===== src/rtl/riscv_mc_pkg.sv =====
// Purpose: shared types and encodings for the multicycle RV32I main control FSM.
// Latency: n/a (declarations and pure functions only).
// Backpressure: n/a.
// Contents: state enum, opcode constants, mux/ALUOp encodings, control struct,
//           next-state and per-state output decode functions.
package riscv_mc_pkg;

   typedef enum logic [3:0] {
      S_FETCH    = 4'd0,
      S_DECODE   = 4'd1,
      S_MEMADR   = 4'd2,
      S_MEMREAD  = 4'd3,
      S_MEMWB    = 4'd4,
      S_MEMWRITE = 4'd5,
      S_EXECR    = 4'd6,
      S_EXECI    = 4'd7,
      S_JAL      = 4'd8,
      S_ALUWB    = 4'd9,
      S_BEQ      = 4'd10,
      S_HALT     = 4'd11
   } state_t;

   localparam logic [6:0] OP_LW  = 7'b0000011;
   localparam logic [6:0] OP_SW  = 7'b0100011;
   localparam logic [6:0] OP_R   = 7'b0110011;
   localparam logic [6:0] OP_I   = 7'b0010011;
   localparam logic [6:0] OP_BEQ = 7'b1100011;
   localparam logic [6:0] OP_JAL = 7'b1101111;

   localparam logic [1:0] ALUOP_ADD   = 2'b00;
   localparam logic [1:0] ALUOP_SUB   = 2'b01;
   localparam logic [1:0] ALUOP_FUNCT = 2'b10;

   localparam logic [1:0] RES_ALUOUT    = 2'b00;
   localparam logic [1:0] RES_DATA      = 2'b01;
   localparam logic [1:0] RES_ALURESULT = 2'b10;

   localparam logic [1:0] SRCA_PC    = 2'b00;
   localparam logic [1:0] SRCA_OLDPC = 2'b01;
   localparam logic [1:0] SRCA_RS1   = 2'b10;

   localparam logic [1:0] SRCB_REG  = 2'b00;
   localparam logic [1:0] SRCB_IMM  = 2'b01;
   localparam logic [1:0] SRCB_FOUR = 2'b10;

   localparam logic [1:0] IMM_I = 2'b00;
   localparam logic [1:0] IMM_S = 2'b01;
   localparam logic [1:0] IMM_B = 2'b10;
   localparam logic [1:0] IMM_J = 2'b11;

   // Everything the FSM registers per state. pc_update and branch are
   // internal; they only reach the outside world merged into PCWrite.
   typedef struct packed {
      logic       pc_update;
      logic       branch;
      logic       adr_src;
      logic       mem_write;
      logic       ir_write;
      logic       reg_write;
      logic [1:0] result_src;
      logic [1:0] alu_src_a;
      logic [1:0] alu_src_b;
      logic [1:0] alu_op;
      logic       instr_done;
      logic       illegal_op;
   } ctrl_t;

   // Next state. Any encoding outside the defined set lands in HALT.
   function automatic state_t fsm_next(input state_t s, input logic [6:0] op);
      state_t n;
      n = S_HALT;
      case (s)
         S_FETCH:    n = S_DECODE;
         S_DECODE: begin
            case (op)
               OP_LW, OP_SW: n = S_MEMADR;
               OP_R:         n = S_EXECR;
               OP_I:         n = S_EXECI;
               OP_JAL:       n = S_JAL;
               OP_BEQ:       n = S_BEQ;
               default:      n = S_HALT;
            endcase
         end
         S_MEMADR:   n = (op == OP_LW) ? S_MEMREAD : S_MEMWRITE;
         S_MEMREAD:  n = S_MEMWB;
         S_MEMWB:    n = S_FETCH;
         S_MEMWRITE: n = S_FETCH;
         S_EXECR:    n = S_ALUWB;
         S_EXECI:    n = S_ALUWB;
         S_JAL:      n = S_ALUWB;
         S_ALUWB:    n = S_FETCH;
         S_BEQ:      n = S_FETCH;
         S_HALT:     n = S_HALT;
         default:    n = S_HALT;
      endcase
      return n;
   endfunction

   // Moore output decode; fields not named for a state stay 0.
   function automatic ctrl_t fsm_ctrl(input state_t s);
      ctrl_t c;
      c = '0;
      case (s)
         S_FETCH: begin
            c.ir_write   = 1'b1;
            c.alu_src_a  = SRCA_PC;
            c.alu_src_b  = SRCB_FOUR;
            c.alu_op     = ALUOP_ADD;
            c.result_src = RES_ALURESULT;
            c.pc_update  = 1'b1;
         end
         S_DECODE: begin
            c.alu_src_a = SRCA_OLDPC;
            c.alu_src_b = SRCB_IMM;
            c.alu_op    = ALUOP_ADD;
         end
         S_MEMADR: begin
            c.alu_src_a = SRCA_RS1;
            c.alu_src_b = SRCB_IMM;
            c.alu_op    = ALUOP_ADD;
         end
         S_MEMREAD: begin
            c.result_src = RES_ALUOUT;
            c.adr_src    = 1'b1;
         end
         S_MEMWB: begin
            c.result_src = RES_DATA;
            c.reg_write  = 1'b1;
            c.instr_done = 1'b1;
         end
         S_MEMWRITE: begin
            c.result_src = RES_ALUOUT;
            c.adr_src    = 1'b1;
            c.mem_write  = 1'b1;
            c.instr_done = 1'b1;
         end
         S_EXECR: begin
            c.alu_src_a = SRCA_RS1;
            c.alu_src_b = SRCB_REG;
            c.alu_op    = ALUOP_FUNCT;
         end
         S_EXECI: begin
            c.alu_src_a = SRCA_RS1;
            c.alu_src_b = SRCB_IMM;
            c.alu_op    = ALUOP_FUNCT;
         end
         S_JAL: begin
            c.alu_src_a  = SRCA_OLDPC;
            c.alu_src_b  = SRCB_FOUR;
            c.alu_op     = ALUOP_ADD;
            c.result_src = RES_ALUOUT;
            c.pc_update  = 1'b1;
         end
         S_ALUWB: begin
            c.result_src = RES_ALUOUT;
            c.reg_write  = 1'b1;
            c.instr_done = 1'b1;
         end
         S_BEQ: begin
            c.alu_src_a  = SRCA_RS1;
            c.alu_src_b  = SRCB_REG;
            c.alu_op     = ALUOP_SUB;
            c.result_src = RES_ALUOUT;
            c.branch     = 1'b1;
            c.instr_done = 1'b1;
         end
         default: begin
            c.illegal_op = 1'b1;
         end
      endcase
      return c;
   endfunction

endpackage


===== src/rtl/multicycle_main_fsm_if.sv =====
// Purpose: bundle of the FSM's datapath-facing signals (opcode/flag in, controls out).
// Latency: n/a (wires only).
// Backpressure: none; controls are level signals consumed every cycle.
// Modports: master = control FSM (reads op/Zero, drives controls);
//           slave  = datapath side (drives op/Zero, reads controls).
interface multicycle_main_fsm_if;
   logic [6:0] op;
   logic       Zero;
   logic       PCWrite;
   logic       AdrSrc;
   logic       MemWrite;
   logic       IRWrite;
   logic       RegWrite;
   logic [1:0] ResultSrc;
   logic [1:0] ALUSrcA;
   logic [1:0] ALUSrcB;
   logic [1:0] ALUOp;
   logic [1:0] ImmSrc;
   logic       instr_done;
   logic       illegal_op;

   modport master (
      input  op, Zero,
      output PCWrite, AdrSrc, MemWrite, IRWrite, RegWrite, ResultSrc,
             ALUSrcA, ALUSrcB, ALUOp, ImmSrc, instr_done, illegal_op
   );

   modport slave (
      output op, Zero,
      input  PCWrite, AdrSrc, MemWrite, IRWrite, RegWrite, ResultSrc,
             ALUSrcA, ALUSrcB, ALUOp, ImmSrc, instr_done, illegal_op
   );
endinterface


===== src/rtl/imm_src_decoder.sv =====
// Purpose: maps the opcode to the immediate format select for the extender.
// Latency: combinational, zero cycles.
// Backpressure: none.
// Ports: op (Instr[6:0]) in, imm_src (00 I, 01 S, 10 B, 11 J) out.
module imm_src_decoder
   import riscv_mc_pkg::*;
(
   input  logic [6:0] op,
   output logic [1:0] imm_src
);

   always_comb begin
      imm_src = IMM_I;
      case (op)
         OP_SW:   imm_src = IMM_S;
         OP_BEQ:  imm_src = IMM_B;
         OP_JAL:  imm_src = IMM_J;
         default: imm_src = IMM_I;
      endcase
   end

endmodule


===== src/rtl/multicycle_main_fsm.sv =====
// Purpose: main sequencer of the multicycle RV32I core; drives all datapath enables/selects.
// Latency: 3-5 cycles per instruction (beq 3; sw/R/I/jal 4; lw 5), FETCH to FETCH.
// Backpressure: none; the FSM free-runs and stops only in HALT on an illegal opcode.
// Ports: clk, reset (async, active-high); bus (master) carries op/Zero in and
//        PCWrite, AdrSrc, MemWrite, IRWrite, RegWrite, ResultSrc, ALUSrcA/B,
//        ALUOp, ImmSrc, instr_done, illegal_op out.
module multicycle_main_fsm
   import riscv_mc_pkg::*;
(
   input  logic                  clk,
   input  logic                  reset,
   multicycle_main_fsm_if.master bus
);

   state_t     state;
   ctrl_t      ctrl;
   logic [1:0] imm_src;

   // Outputs are registered from the next state, so ctrl always equals
   // fsm_ctrl(state). Reset loads FETCH controls together with the state, so
   // the async assertion also kills RegWrite/MemWrite immediately.
   always_ff @(posedge clk or posedge reset) begin
      if (reset) begin
         state <= S_FETCH;
         ctrl  <= fsm_ctrl(S_FETCH);
      end else begin
         state <= fsm_next(state, bus.op);
         ctrl  <= fsm_ctrl(fsm_next(state, bus.op));
      end
   end

   imm_src_decoder u_imm_src_decoder (
      .op      (bus.op),
      .imm_src (imm_src)
   );

   // Zero only matters in BEQ, the one state with branch set.
   assign bus.PCWrite    = ctrl.pc_update | (ctrl.branch & bus.Zero);
   assign bus.AdrSrc     = ctrl.adr_src;
   assign bus.MemWrite   = ctrl.mem_write;
   assign bus.IRWrite    = ctrl.ir_write;
   assign bus.RegWrite   = ctrl.reg_write;
   assign bus.ResultSrc  = ctrl.result_src;
   assign bus.ALUSrcA    = ctrl.alu_src_a;
   assign bus.ALUSrcB    = ctrl.alu_src_b;
   assign bus.ALUOp      = ctrl.alu_op;
   assign bus.ImmSrc     = imm_src;
   assign bus.instr_done = ctrl.instr_done;
   assign bus.illegal_op = ctrl.illegal_op;

endmodule


===== src/flat_wrapper.sv =====
// flat-port wrapper written by rule: the top's interface ports become plain ports
module multicycle_main_fsm_flat import riscv_mc_pkg::*;
  (clk, reset, bus_op, bus_Zero, bus_PCWrite, bus_AdrSrc, bus_MemWrite, bus_IRWrite, bus_RegWrite, bus_ResultSrc, bus_ALUSrcA, bus_ALUSrcB, bus_ALUOp, bus_ImmSrc, bus_instr_done, bus_illegal_op);
  multicycle_main_fsm_if bus_i ();
  input  logic clk;
  input  logic reset;
  input wire logic [$bits(bus_i.op)-1:0] bus_op;
  input wire logic [$bits(bus_i.Zero)-1:0] bus_Zero;
  output wire logic [$bits(bus_i.PCWrite)-1:0] bus_PCWrite;
  output wire logic [$bits(bus_i.AdrSrc)-1:0] bus_AdrSrc;
  output wire logic [$bits(bus_i.MemWrite)-1:0] bus_MemWrite;
  output wire logic [$bits(bus_i.IRWrite)-1:0] bus_IRWrite;
  output wire logic [$bits(bus_i.RegWrite)-1:0] bus_RegWrite;
  output wire logic [$bits(bus_i.ResultSrc)-1:0] bus_ResultSrc;
  output wire logic [$bits(bus_i.ALUSrcA)-1:0] bus_ALUSrcA;
  output wire logic [$bits(bus_i.ALUSrcB)-1:0] bus_ALUSrcB;
  output wire logic [$bits(bus_i.ALUOp)-1:0] bus_ALUOp;
  output wire logic [$bits(bus_i.ImmSrc)-1:0] bus_ImmSrc;
  output wire logic [$bits(bus_i.instr_done)-1:0] bus_instr_done;
  output wire logic [$bits(bus_i.illegal_op)-1:0] bus_illegal_op;
  assign bus_i.op = bus_op;
  assign bus_i.Zero = bus_Zero;
  assign bus_PCWrite = bus_i.PCWrite;
  assign bus_AdrSrc = bus_i.AdrSrc;
  assign bus_MemWrite = bus_i.MemWrite;
  assign bus_IRWrite = bus_i.IRWrite;
  assign bus_RegWrite = bus_i.RegWrite;
  assign bus_ResultSrc = bus_i.ResultSrc;
  assign bus_ALUSrcA = bus_i.ALUSrcA;
  assign bus_ALUSrcB = bus_i.ALUSrcB;
  assign bus_ALUOp = bus_i.ALUOp;
  assign bus_ImmSrc = bus_i.ImmSrc;
  assign bus_instr_done = bus_i.instr_done;
  assign bus_illegal_op = bus_i.illegal_op;
  multicycle_main_fsm u_core (.clk(clk), .reset(reset), .bus(bus_i));
endmodule

===== config.mk =====
export PLATFORM = sky130hd
export DESIGN_NAME = multicycle_main_fsm_flat
export DESIGN_NICKNAME = d
export VERILOG_FILES = /design/src/rtl/riscv_mc_pkg.sv /design/src/rtl/multicycle_main_fsm_if.sv /design/src/rtl/imm_src_decoder.sv /design/src/rtl/multicycle_main_fsm.sv /design/src/flat_wrapper.sv
export SDC_FILE = /design/constraint.sdc
export NUM_CORES = 1
export LEC_CHECK = 0
export BUFFER_PORTS_ARGS = -buffer_cell sky130_fd_sc_hd__buf_2
export CORE_ASPECT_RATIO = 0.9
export CORE_UTILIZATION = 55
export DETAILED_ROUTE_END_ITERATION = 16
export GPL_ROUTABILITY_DRIVEN = 0
export GPL_TIMING_DRIVEN = 0
export PLACE_DENSITY = 0.84
export SLEW_MARGIN = 25
export SYNTH_ARGS = -nofsm -noshare
export SYNTH_HDL_FRONTEND = slang
export SYNTH_SLANG_ARGS = --single-unit

===== constraint.sdc =====
create_clock -name clk -period 2.9 [get_ports clk]
set_input_delay 0.145 -clock clk [delete_from_list [all_inputs] [get_ports clk]]
set_output_delay 0.145 -clock clk [all_outputs]
set_load 0.005 [all_outputs]

==> impl_summary.md, run 1 <==
Drt
After detailed routing, the number of remaining DRC violations is 0. The number of vias after detailed routing is between 800 and 900. The initial detailed-routing violation count is 15.

Once detail routing completed, the nets flagged for antenna violations numbered 0. The post-detailed-route via-to-cell ratio is 5.63. The routed design has between 2000 and 2500 um of wire. The pre-antenna-repair detailed-routing pass consisted of 4 iterations. Dividing the detail-routed wire length by the instance count gives about 13 um.

Die
The initial cell density of the core is around three fifths. The height of the die is about 43 um. In this run the standard cell core region covers 1720 um2.

Row generation in the floorplan step produced 14 rows. The die covers just over 2000 um2. The number of primary I/O pins is 27. Measured along the x axis, the die boundary spans roughly 48 um.

Placed design
The area after detailed placement is 1190 um2. The count of buffers from port buffering is 26. The post-detailed-placement half-perimeter wirelength is 1570 um.

Layout
Once layout is complete, the utilization of the core stands at a little under three quarters. The repair_antennas step left the layout with diodes totalling 0. The net total in the final layout is 143.

The synthesis-to-layout area growth is 19.1%. The layout cell share with drive strength beyond 1 is between 40% and 50%. The final design area excluding fillers is approximately 1200 um2.

STA
Timing would allow up to 0.522 GHz. The final critical-path share of the clock period is roughly 66%. The number of hold violations in the final report came to 0.

On the final layout, the worst clock skew is between 3 and 4 ps. Setup repair after global routing left no endpoint under its margin. Adding up every negative setup slack in the final design gives 0 ps. The clock period minus worst slack is between 1500 and 2000 ps. The setup violation total in the final timing report is 0. For the pin with the worst max-slew slack, the measured transition is 659 ps.

Headroom to the max-slew limit came out at 56.0%. The number of pins exceeding their max-slew limit in the final report is 0. The tightest hold margin is 183 ps.

Setup path
The category of the most critical setup path is flop to flop. Along the worst path, the maximum fanout reaches 10. STA classifies the critical path startpoint as a flop. The worst register-to-register path has a depth of 6. Data on the critical path arrives at its endpoint at between 2000 and 2500 ps.

The endpoint identified for the worst register-to-register timing path is u_core.bus.ALUSrcB[0]$_DFF_PP0_. The reg-to-reg critical path startpoint is u_core.state[2]$_DFF_PP0_. The required time at the endpoint of the critical path is between 3000 and 4000 ps. The critical path endpoint category is a flop.

In this run the register-to-register setup slack is about 980 ps.

GRT
The aggregate global routing overflow is 0. Global routing consumed, over all layers together, 23.3% of the routing resources. The first-pass GRT wire length is about 3400 um. Entering global routing, the biggest net connects 20 pins. The via count of the first global-routing pass is between 800 and 900.

The number of antenna violations at the first check in global routing is 0.

Logic synthesis
The proportion of synthesized area in mux cells is 0%. The area fraction in compound gates after synthesis is about 22%. The biggest area consumer among synthesized cells is dfrtp_1. After synthesis, the cell types taking the most area are dfrtp_1, dfstp_2, buf_4, nand2_1, o21a_1.

The synthesized design devotes to its leading area cell type 38.7% of total area. The mean post-synth cell area is around 10 um2. The synthesized design contains 0 enable-type register cells. By count the netlist is led by dfrtp_1, buf_4, nand2_1, inv_1, nor2_1. The number of nets in the synthesized netlist is 111. After synthesis the netlist holds a flip-flop and latch count of 19. The number of different library cells used by synthesis comes to 44. After Yosys synthesis, XOR and XNOR cells account for less than 1% of the synthesized area. After synthesis, the largest family of logic cells by area is compound AO/OA/AOI/OAI gates.

The most frequent cell after synthesis is dfrtp_1. The Yosys step of the flow raised 0 warnings. The cell area that synthesis handed to floorplanning was between 1000 and 1500 um2. The most frequently used flop master after synthesis is dfrtp_1. The fraction of the yosys area taken by sequential cells is 46.4%. The number of instances in the synthesized netlist is 101. The simple-gate share of the synthesized area is a little over a fifth. The synthesized netlist devotes 0% of its cell area to adder and majority cells. In the synthesized netlist the async set-or-reset flop fraction comes to 100%.

Clock tree
The number of buffers created by CTS is 3. The clock drives 19 sinks. The cell chosen for the clock root is clkbuf_4. The number of gates given a new drive strength after cts is 0.

The number of H-tree branching levels is 1. TritonCTS built the clock tree. Clock-pin slew was measured on the worst setup and hold paths at 100 ps. The later pin in the worst-skew pair is clocked with a latency of approximately 300 ps.

The buffer depth of the longest clock path is 2.

Status
The flow ran to the end, and the final reports show no timing, DRC or antenna violations.

Pwr
IR analysis of the VDD net gives a maximum drop of about 0.31 mV. The areal power density over the cells is 340 nW/um2. Cell internal power was estimated by the tool at 325 uW. The share of total power in the clock network is 31.3%. The overall power after layout is 419 uW. Net switching is 22.4% of the power. The share of total power dissipated in sequential elements is 63.3%. The switching power is roughly 94 uW. Combinational cells account for about 5.5% of the total power.

The cell leakage power is 0.000645 uW.

Worst hold path
In this run the worst hold path is classified as input port to flop. The source of the worst hold timing path is bus_op[4]. The cell depth of the worst hold path is 2. The end of the worst hold path is u_core.bus.MemWrite$_DFF_PP0_.

Run
Across the run, the number of max-cap violations was 0.
state kept, by name, summed over array words and instances (netlist names):
| name | flops |
|---|---|
| u_core.state | 4 |
| u_core.bus.ALUOp | 2 |
| u_core.bus.ALUSrcA | 2 |
| u_core.bus.ALUSrcB | 2 |
| u_core.ctrl | 2 |
| u_core.bus.AdrSrc | 1 |
| u_core.bus.IRWrite | 1 |
| u_core.bus.MemWrite | 1 |
| u_core.bus.RegWrite | 1 |
| u_core.bus.ResultSrc | 1 |
| u_core.bus.illegal_op | 1 |
| u_core.bus.instr_done | 1 |
logic make-up (layout without fill, tap and decap cells):
| kind of cell | after synthesis | after routing |
|---|---|---|
| simple gates | 35 | 35 |
| compound gates | 29 | 29 |
| flops | 19 | 19 |
| buf+inv | 17 | 48 |
| xor+xnor | 1 | 1 |
placed cells by master, fill, tap and decap left out, types with 4 or more instances in the layout:
master   instances
dfrtp_1         16
buf_4            8
nor2_1           5
buf_2           30
inv_1            5
nand2_1          7
o21ai_0          4
stage by stage:
step,instances,worst slack (ps)
finish,156,984
global route,156,814
CTS,156,1010
detailed placement,151,1050
global placement,151,1090
floorplan,101,1320
power groups by stage:
stage / clock network [uW] / logic, uW / registers [uW]
after detailed placement: 0 / 21.9 / 270
after global routing: 147 / 26.0 / 265
after global placement: 0 / 20.7 / 270
final: 131 / 22.9 / 265
after floorplan: 0 / 9.70 / 270
after CTS: 136 / 22.8 / 265
layout make-up:
class,count,area (um2)
multi-input cells,65,455
plain buffers,12,80.1
inverters,5,18.8
clock inverters,1,5.00
repair buffers,27,140
flip-flops and latches,19,479
clock buffers,3,22.5
fillers,134,485
well taps,24,30.0
what timing repair did:
action,CTS,global route
hold buffers,1,0
buffers inserted,0,0
endpoints found under the hold margin,16,0
layer usage:
layer  track usage (%)  up-vias  wire [um]
met2              36.2       43       1060
met4              7.22        0         17
met1              30.4      411        818
met5                 0        -          0
li1                  -      420          -
met3              7.23        4        143
worst max-delay path: stages, from the launching register on:
cell and delay [ps]:
dfrtp_1 410, buf_2 190, nor2_1 200, nand3_1 120
o31ai_1 520, o21bai_2 190, o22ai_1 220
worst max path at each step:
stage | end | cells after the start | slack, ps | start
floorplan | u_core.bus.ALUSrcB[0]$_DFF_PP0_ | 5 | 1320 | u_core.state[1]$_DFF_PP0_
global placement | u_core.bus.ALUSrcB[0]$_DFF_PP0_ | 6 | 1090 | u_core.state[2]$_DFF_PP0_
detailed placement | u_core.bus.ALUSrcB[0]$_DFF_PP0_ | 6 | 1050 | u_core.state[2]$_DFF_PP0_
CTS | u_core.bus.ALUSrcB[0]$_DFF_PP0_ | 6 | 1010 | u_core.state[2]$_DFF_PP0_
global route | u_core.bus.ALUSrcB[0]$_DFF_PP0_ | 6 | 810 | u_core.state[2]$_DFF_PP0_
finish | u_core.bus.ALUSrcB[0]$_DFF_PP0_ | 6 | 980 | u_core.state[2]$_DFF_PP0_
Power figures use the tool's default switching activity.
==> inputs of run 2 (changes only) <==
ABC_AREA = 1   (was default)
CORE_UTILIZATION = 47   (was 55)
PLACE_DENSITY = 0.75   (was 0.84)
clock period = 1.7 ns   (was 2.9 ns; I/O delays follow)
==> impl_summary.md, run 2 <==
Layout
The layout cell share with drive strength beyond 1 is 50.3% (+5.6 points). The flip-flop count of the largest register after layout is 4 (unchanged). The most common library cell in the layout ignoring fill and taps is buf_2. The net total in the final layout is 166 (+16%). The synthesis-to-layout area growth is 18.2%.

The number of antenna diodes came to 0 (unchanged). Ranked by flip-flop count, first place goes to u_core.state. In the layout the commonest cells are buf_2, nand2_1, inv_1.

Worst hold path
The worst hold path class is input port to flop. The cell depth of the worst hold path is 3 (+1). The source of the worst hold timing path is bus_op[4].

The worst hold path terminates at u_core.bus.ALUOp[1]$_DFF_PP0_.

Die
The initial cell density of the core is 50.4% (-9.8 points). The height of the die is 48.1 um (+12%). The width of the die is 53.2 um (+12%). The full die area is 2560 um2 (+24%).

The core outline area is 2200 um2 (+28%). The number of primary I/O pins is 27 (unchanged). The number of rows created at floorplan is 16 (+2).

Drt
The initial detailed-routing violation count is 14 (-1). The detailed-route wire length per cell is 11.7 um (-11%). The DRC violation count after routing is 0 (unchanged).

The number of nets with antenna violations after detailed routing is 0 (unchanged). The number of vias after detailed routing is 872 (-0.68%). The post-detailed-route via-to-cell ratio is 4.79 (-15%). The final wirelength came to 2120 um (+4.0%). The first-pass iteration count of the detailed router is 4 (unchanged).

Setup path
The cell count of the worst reg-to-reg path is 9 (+3). The signal arrival time at the worst endpoint is 1680 ps (-460 ps). The worst register-to-register path begins at u_core.state[0]$_DFF_PP0_. The worst setup slack for register-to-register paths was 260 ps (-720 ps).

The largest fanout on the critical path is 5 (-5). The category of the most critical setup path is flop to flop. In this run the critical register-to-register path is captured at u_core.bus.ALUSrcB[1]$_DFF_PP1_. The required time at the endpoint of the critical path is 1940 ps (-1180 ps). The element type at the critical path start is a flop. The critical path endpoint category is a flop.

Pwr
The internal portion of total power is 554 uW (+70%). The share of total power in the clock network was 31.5% (+0.2 points). The overall power after layout is 719 uW (+72%).

The areal power density over the cells is 548 nW/um2 (+61%). The maximum VDD drop is 0.443 mV (+44%). The cell leakage power is 0.000800 uW (+24%).

The part of the total power dissipated in sequential elements is 62.9% (-0.4 points). The switching part of the total power is 23.0% (+0.62 points). The combinational power share is 5.6% (about the same).

The switching power was 165 uW (+76%).

Clock tree
The number of buffers inserted to repair setup after CTS is 0 (unchanged). The CTS tree is yes. The clock latency reported for the late side of the worst-skew pair is 300 ps (about the same). The post-CTS clock slew at the launch and capture registers of the worst setup and hold paths is 110 ps (about the same). The number of clock sinks came to 19 (unchanged). The buffer depth of the longest clock path is 2 (unchanged). The number of buffers created by CTS is 3 (unchanged). In this run the clock root is driven by a clkbuf_4. The number of H-tree branching levels came to 1 (unchanged).

Logic synthesis
Ranked by instance count, the synthesized netlist is headed by nand2_1, inv_1, dfrtp_1, nor2_1, buf_4. The number of unique standard cell types used by synthesis is 20 (-55%). The most frequently used flop master after synthesis is dfrtp_1. The count of state elements after synthesis is 19 (unchanged). The mean post-synth cell area is 8.95 um2 (-13%). The biggest area consumer among synthesized cells is dfrtp_1. The post-synthesis instance area is 1110 um2 (+7.4%). The number of instances in the synthesized netlist was 124 (+23%). The count of warnings emitted by yosys is 0 (unchanged). By area the synthesized netlist is led by dfrtp_1, nand2_1, dfstp_2, nand3_2, nor2_4.

The fraction of the yosys area taken by sequential cells is 43.2% (-3.2 points). The post-synthesis async set-or-reset flop share came to 100% (unchanged). The fraction of synthesized cell area taken by the top area cell type came to 36.1% (-2.7 points). The most common cell in the synthesized netlist is nand2_1.

The post-synthesis net count came to 134 (+21%). The number of flops mapped to enable cells by yosys is 0 (unchanged).

STA
The final total negative setup slack came to 0 ps (unchanged). The setup violation total in the final timing report is 0 (unchanged). The number of pins exceeding their max-slew limit in the final report is 0 (unchanged).

The final critical-path share of the clock period is 84.6% (+18 points). Setup repair after global routing left no endpoint under its margin. The relative slew slack is 54.9% (-1.2 points). The clock period minus worst slack is 1440 ps (-479 ps). The transition at the pin with the smallest max-transition slack is 676 ps (+17.3 ps). The fmax came to 0.696 GHz (+33%). The final worst clock skew was 5.55 ps (+2.46 ps).

The number of hold violations in the final report is 0 (unchanged).

GRT
The overall track demand over capacity in global routing came to 19.4% (-3.9 points). The number of antenna violations at the first check in global routing is 0 (unchanged). The aggregate global routing overflow came to 0 (unchanged). The via count of the first global-routing pass is 777 (-5.4%).

The largest net degree at the start of global routing is 20 (unchanged). The first-pass GRT wire length is 3430 um (+0.41%).

Status
The run finished with clean final reports.

Placed design
The count of buffers from port buffering is 26 (unchanged). The post-detailed-placement half-perimeter wirelength is 1690 um (+7.8%).

Run
The max-cap check violation count is 0 (unchanged).
==> run 2: cell types whose count changed after synthesis, moves of 4 or more <==
cell	delta
buf_2	-4
inv_1	+12
inv_2	+6
nand2_1	+16
nand2_2	+5
nand2_4	+4
nand3_1	+4
nand3_2	+7
nor2_1	+4
nor2_2	+5
nor2_4	+6
==> run 2: critical path, cell delays in order, from the launching register on <==
cell     delay, ps
dfrtp_1        460
nand2_1        110
nand2_1         60
nand2_2        110
nand2_2         80
nor2_4         120
nand2_2         70
nor2_4         140
nand3_2        130
nand3_1         90
==> run 2: per-layer routing <==
layer  GRT usage (%)  up-vias  share of wire (%)
met5               0        -                  0
met4            6.84        0                1.2
met3            4.05        4                4.3
met2            36.0       26                 52
met1            22.5      407                 43
li1                -      435                  -
==> run 2: what timing repair did <==
action,4_1_cts,5_1_grt
hold buffers,1,0
endpoints found under the hold margin,16,0
gates resized for setup,0,0
==> run 2: worst max-delay path by stage <==
stage                              start                         endpoint  slack (ps)  cells past startpoint
2_1_floorplan  u_core.state[1]$_DFF_PP0_  u_core.bus.ALUSrcA[1]$_DFF_PP0_         420                      8
3_3_place_gp   u_core.state[3]$_DFF_PP0_  u_core.bus.ALUSrcA[1]$_DFF_PP0_         320                      8
3_5_place_dp   u_core.state[1]$_DFF_PP0_  u_core.bus.instr_done$_DFF_PP0_         290                      8
4_1_cts        u_core.state[0]$_DFF_PP0_        u_core.ctrl[15]$_DFF_PP1_         260                      9
5_1_grt        u_core.state[0]$_DFF_PP0_  u_core.bus.ALUSrcB[1]$_DFF_PP1_         150                      9
6_report       u_core.state[0]$_DFF_PP0_  u_core.bus.ALUSrcB[1]$_DFF_PP1_         260                      9
==> run 2: layout make-up <==
class,count,area [um2]
Timing Repair Buffer,27,140
Multi-Input combinational cell,74,484
Tap cell,27,33.8
Inverter,23,86.3
Clock buffer,3,22.5
Buffer,8,60.1
Fill cell,200,891
Clock inverter,1,5.00
Sequential cell,19,479
==> run 2: cells by family (layout without fill, tap and decap cells) <==
group,count (synthesis),in the layout,synth area share [%]
simple gates,68,68,39.7
buf+inv,31,62,13.2
flops,19,19,43.2
compound gates,6,6,3.95
==> run 2: power by group through the flow <==
stage                     clock [uW]  sequential [uW]  combinational [uW]
after global placement             0              461                36.3
after floorplan                    0              461                19.6
after CTS                        233              452                40.6
after detailed placement           0              461                38.8
after global routing             247              452                46.8
final                            227              452                40.2
==> run 2: through the flow <==
stage | worst slack (ps) | hold slack, ps | util (%) | cell area, um2 | instances
CTS | 259 | 87.2 | 59.5 | 1310 | 182
floorplan | 420 | 33.9 | - | 1110 | 124
global route | 151 | 90.0 | 59.5 | 1310 | 182
detailed placement | 285 | 217 | 57.8 | 1270 | 177
global placement | 324 | 201 | 57.8 | 1270 | 177
finish | 263 | 91.7 | 59.5 | 1310 | 182
==> inputs of run 3 (changes only) <==
clock period = 1.24 ns   (was 1.7 ns; I/O delays follow)
==> impl_summary.md, run 3 (same netlist as run 2, synthesis figures left out) <==
Status
The run finished, with violations left. The final reports fail on negative setup slack.

Clock tree
The number of clock sinks is 19 (unchanged). The number of H-tree branching levels is 1 (unchanged). The buffer depth of the longest clock path is 2 (unchanged). The post-CTS clock slew at the launch and capture registers of the worst setup and hold paths was 100 ps (about the same). The cell chosen for the clock root is clkbuf_4. The number of buffers created by CTS is 3 (unchanged). The clock latency reported for the late side of the worst-skew pair is 300 ps (about the same). TritonCTS built the clock tree.

Drt
The detailed-route wire length per cell is 11.4 um (-1.9%). The DRC violation count after routing is 0 (unchanged). The final wirelength is 2150 um (+1.3%). The initial detailed-routing violation count is 12 (-2). The post-detailed-route via-to-cell ratio is 4.82 (+0.69%). The number of nets with antenna violations after detailed routing is 0 (unchanged).

The number of vias after detailed routing is 907 (+4.0%). The first-pass iteration count of the detailed router is 7 (+3).

Layout
The multi-input gate area in the final layout is 559 um2 (+16%). u_core.state holds more flip-flops than any other register. The number of antenna diodes is 0 (unchanged).

The count of non-filler cells in the finished layout is 188 (+3.3%). The layout cell share with drive strength beyond 1 is 60.9% (+11 points). The count of filler cells inserted in the layout is 185 (-7.5%).

The area taken by flip-flops and latches was 483 um2 (+0.78%). The library cells used most frequently in the layout, excluding fill and tap cells, are buf_2, nand2_1, inv_1. The most common library cell in the layout ignoring fill and taps is buf_2. Relative to the synthesized area, the layout overhead comes to 29.5%. The final design area excluding fillers is 1440 um2 (+9.6%). The flip-flop count of the largest register after layout is 4 (unchanged). The net total in the final layout is 172 (+3.6%).

Worst hold path
The worst hold path class is input port to flop. In this run the most critical hold path is launched from bus_op[4]. The path with the worst hold slack has its endpoint at u_core.bus.ALUOp[1]$_DFF_PP0_. The cell depth of the worst hold path is 3 (unchanged).

Die
The number of primary I/O pins came to 27 (unchanged). The width of the die was 53.2 um (unchanged). The full die area is 2560 um2 (unchanged). The initial cell density of the core is 50.4% (unchanged). The height of the die came to 48.1 um (unchanged).

The core outline area came to 2200 um2 (unchanged). The number of rows created at floorplan is 16 (unchanged).

GRT
The via count of the first global-routing pass is 814 (+4.8%). The aggregate global routing overflow was 0 (unchanged). The first-pass GRT wire length was 3230 um (-5.8%).

The largest net degree at the start of global routing came to 20 (unchanged). The overall track demand over capacity in global routing is 18.4% (-1.0 points). The number of antenna violations at the first check in global routing was 0 (unchanged).

STA
The final worst clock skew is 3.30 ps (-2.25 ps). The final critical-path share of the clock period was 113% (+28 points). The final setup slack of the worst path is -156 ps (-418 ps). The fmax came to 0.716 GHz (+3.0%). The transition at the pin with the smallest max-transition slack was 690 ps (+13.7 ps). The clock period minus worst slack came to 1400 ps (-41.7 ps).

Setup repair after global routing could not meet its margin everywhere. The relative slew slack is 53.9% (-0.91 points). The number of hold violations in the final report is 0 (unchanged). The setup violation total in the final timing report came to 10 (+10). The number of pins exceeding their max-slew limit in the final report is 0 (unchanged).

Setup path
The largest fanout on the critical path is 5 (unchanged). The cell count of the worst reg-to-reg path is 9 (unchanged). The worst setup path is of the flop to flop kind.

The cell at the slowest stage of the critical path is dfrtp_1. The worst setup path is captured at a flop. The library cell appearing most often on the critical path is nor2_4. STA classifies the critical path startpoint as a flop. The worst setup slack for register-to-register paths came to -160 ps (-420 ps). The endpoint of the lowest-slack register-to-register path is u_core.bus.ALUSrcB[0]$_DFF_PP0_.

The delay contributed by the slowest stage of the critical path is 450 ps (about the same). The signal arrival time at the worst endpoint came to 1640 ps (-40 ps). The required time at the endpoint of the critical path is 1490 ps (-450 ps). The signal on the critical path passes through inv_2, nand2_4, nand2_4, nor2_4, nor2_4, nand2_2, nor2_4, nand3_2, nand3_2.

The startpoint identified for the worst register-to-register timing path is u_core.state[3]$_DFF_PP0_.

Placed design
The count of buffers from port buffering is 26 (unchanged). The number of cells in the design after placement is 177 (unchanged). The area after detailed placement is 1280 um2 (+0.79%). The post-detailed-placement half-perimeter wirelength is 1610 um (-5.1%).

Run
The max-cap check violation count was 0 (unchanged).

Pwr
The areal power density over the cells came to 683 nW/um2 (+24%). The cell leakage power is 0.000848 uW (+5.9%). The maximum VDD drop was 0.557 mV (+26%).
## run 3: cell types whose count changed in the layout (fill, tap and decap cells not counted), sizes merged
cell / before / now
buf: 34 / 40
## run 3: area by class of cell
class / instances / area share, %
Clock buffer: 3 / 1.57
Inverter: 23 / 6.18
Sequential cell: 19 / 33.6
Timing Repair Buffer: 33 / 12.9
Clock inverter: 1 / 0.348
Buffer: 8 / 4.18
Multi-Input combinational cell: 74 / 38.9
Tap cell: 27 / 2.35
## run 3: layer usage
layer	track usage, %	share of wire (%)	vias to the layer above
met4	11.1	3.7	0
met2	33.3	53	32
li1	-	-	442
met1	19.7	39	423
met5	0	0	-
met3	4.67	4.6	10
## run 3: worst max-delay path: cells and delay by family (launching register included)
| kind | cells | cell delay, ps |
|---|---|---|
| buffers and inverters | 1 | 130 |
| DFF | 1 | 450 |
| and+or+nand+nor | 8 | 760 |
## run 3: power by group
| part | switching [uW] | leakage (uW) | internal, uW |
|---|---|---|---|
| Combinational | 36.4 | 0.000599 | 19.2 |
| Sequential | 0 | 0.000231 | 620 |
| Clock | 186 | 0.0000177 | 120 |
## run 3: worst max path at each step
stage / start / to / slack (ps) / cells past startpoint
6_report: u_core.state[3]$_DFF_PP0_ / u_core.bus.ALUSrcB[0]$_DFF_PP0_ / -160 / 9
5_1_grt: u_core.state[3]$_DFF_PP0_ / u_core.bus.ALUSrcA[1]$_DFF_PP0_ / -210 / 9
4_1_cts: u_core.state[2]$_DFF_PP0_ / u_core.bus.ALUSrcA[1]$_DFF_PP0_ / -160 / 9
3_5_place_dp: u_core.state[0]$_DFF_PP0_ / u_core.bus.ALUSrcB[0]$_DFF_PP0_ / -160 / 8
3_3_place_gp: u_core.state[0]$_DFF_PP0_ / u_core.bus.ALUSrcB[0]$_DFF_PP0_ / -130 / 8
2_1_floorplan: u_core.state[1]$_DFF_PP0_ / u_core.bus.ALUSrcB[0]$_DFF_PP0_ / -10 / 9
## run 3: per-stage QoR
step	util, %	setup slack, ps	hold WS (ps)	total power, uW	TNS, ps
after global routing	65.3	-209	96.7	1030	-1910
final	65.3	-156	96.8	981	-1280
after floorplan	-	-13.9	10.9	659	-40.9
after CTS	62.7	-157	76.9	991	-1280
after detailed placement	58.3	-165	199	685	-1300
after global placement	58.3	-133	182	682	-969
## run 3: what timing repair did
item	in CTS	in global routing
pin swaps	12	16
hold endpoints to repair	16	0
setup endpoints to repair	9	10
hold buffers	1	0
buffers inserted	3	3
gates resized for setup	10	11
gates cloned	0	0
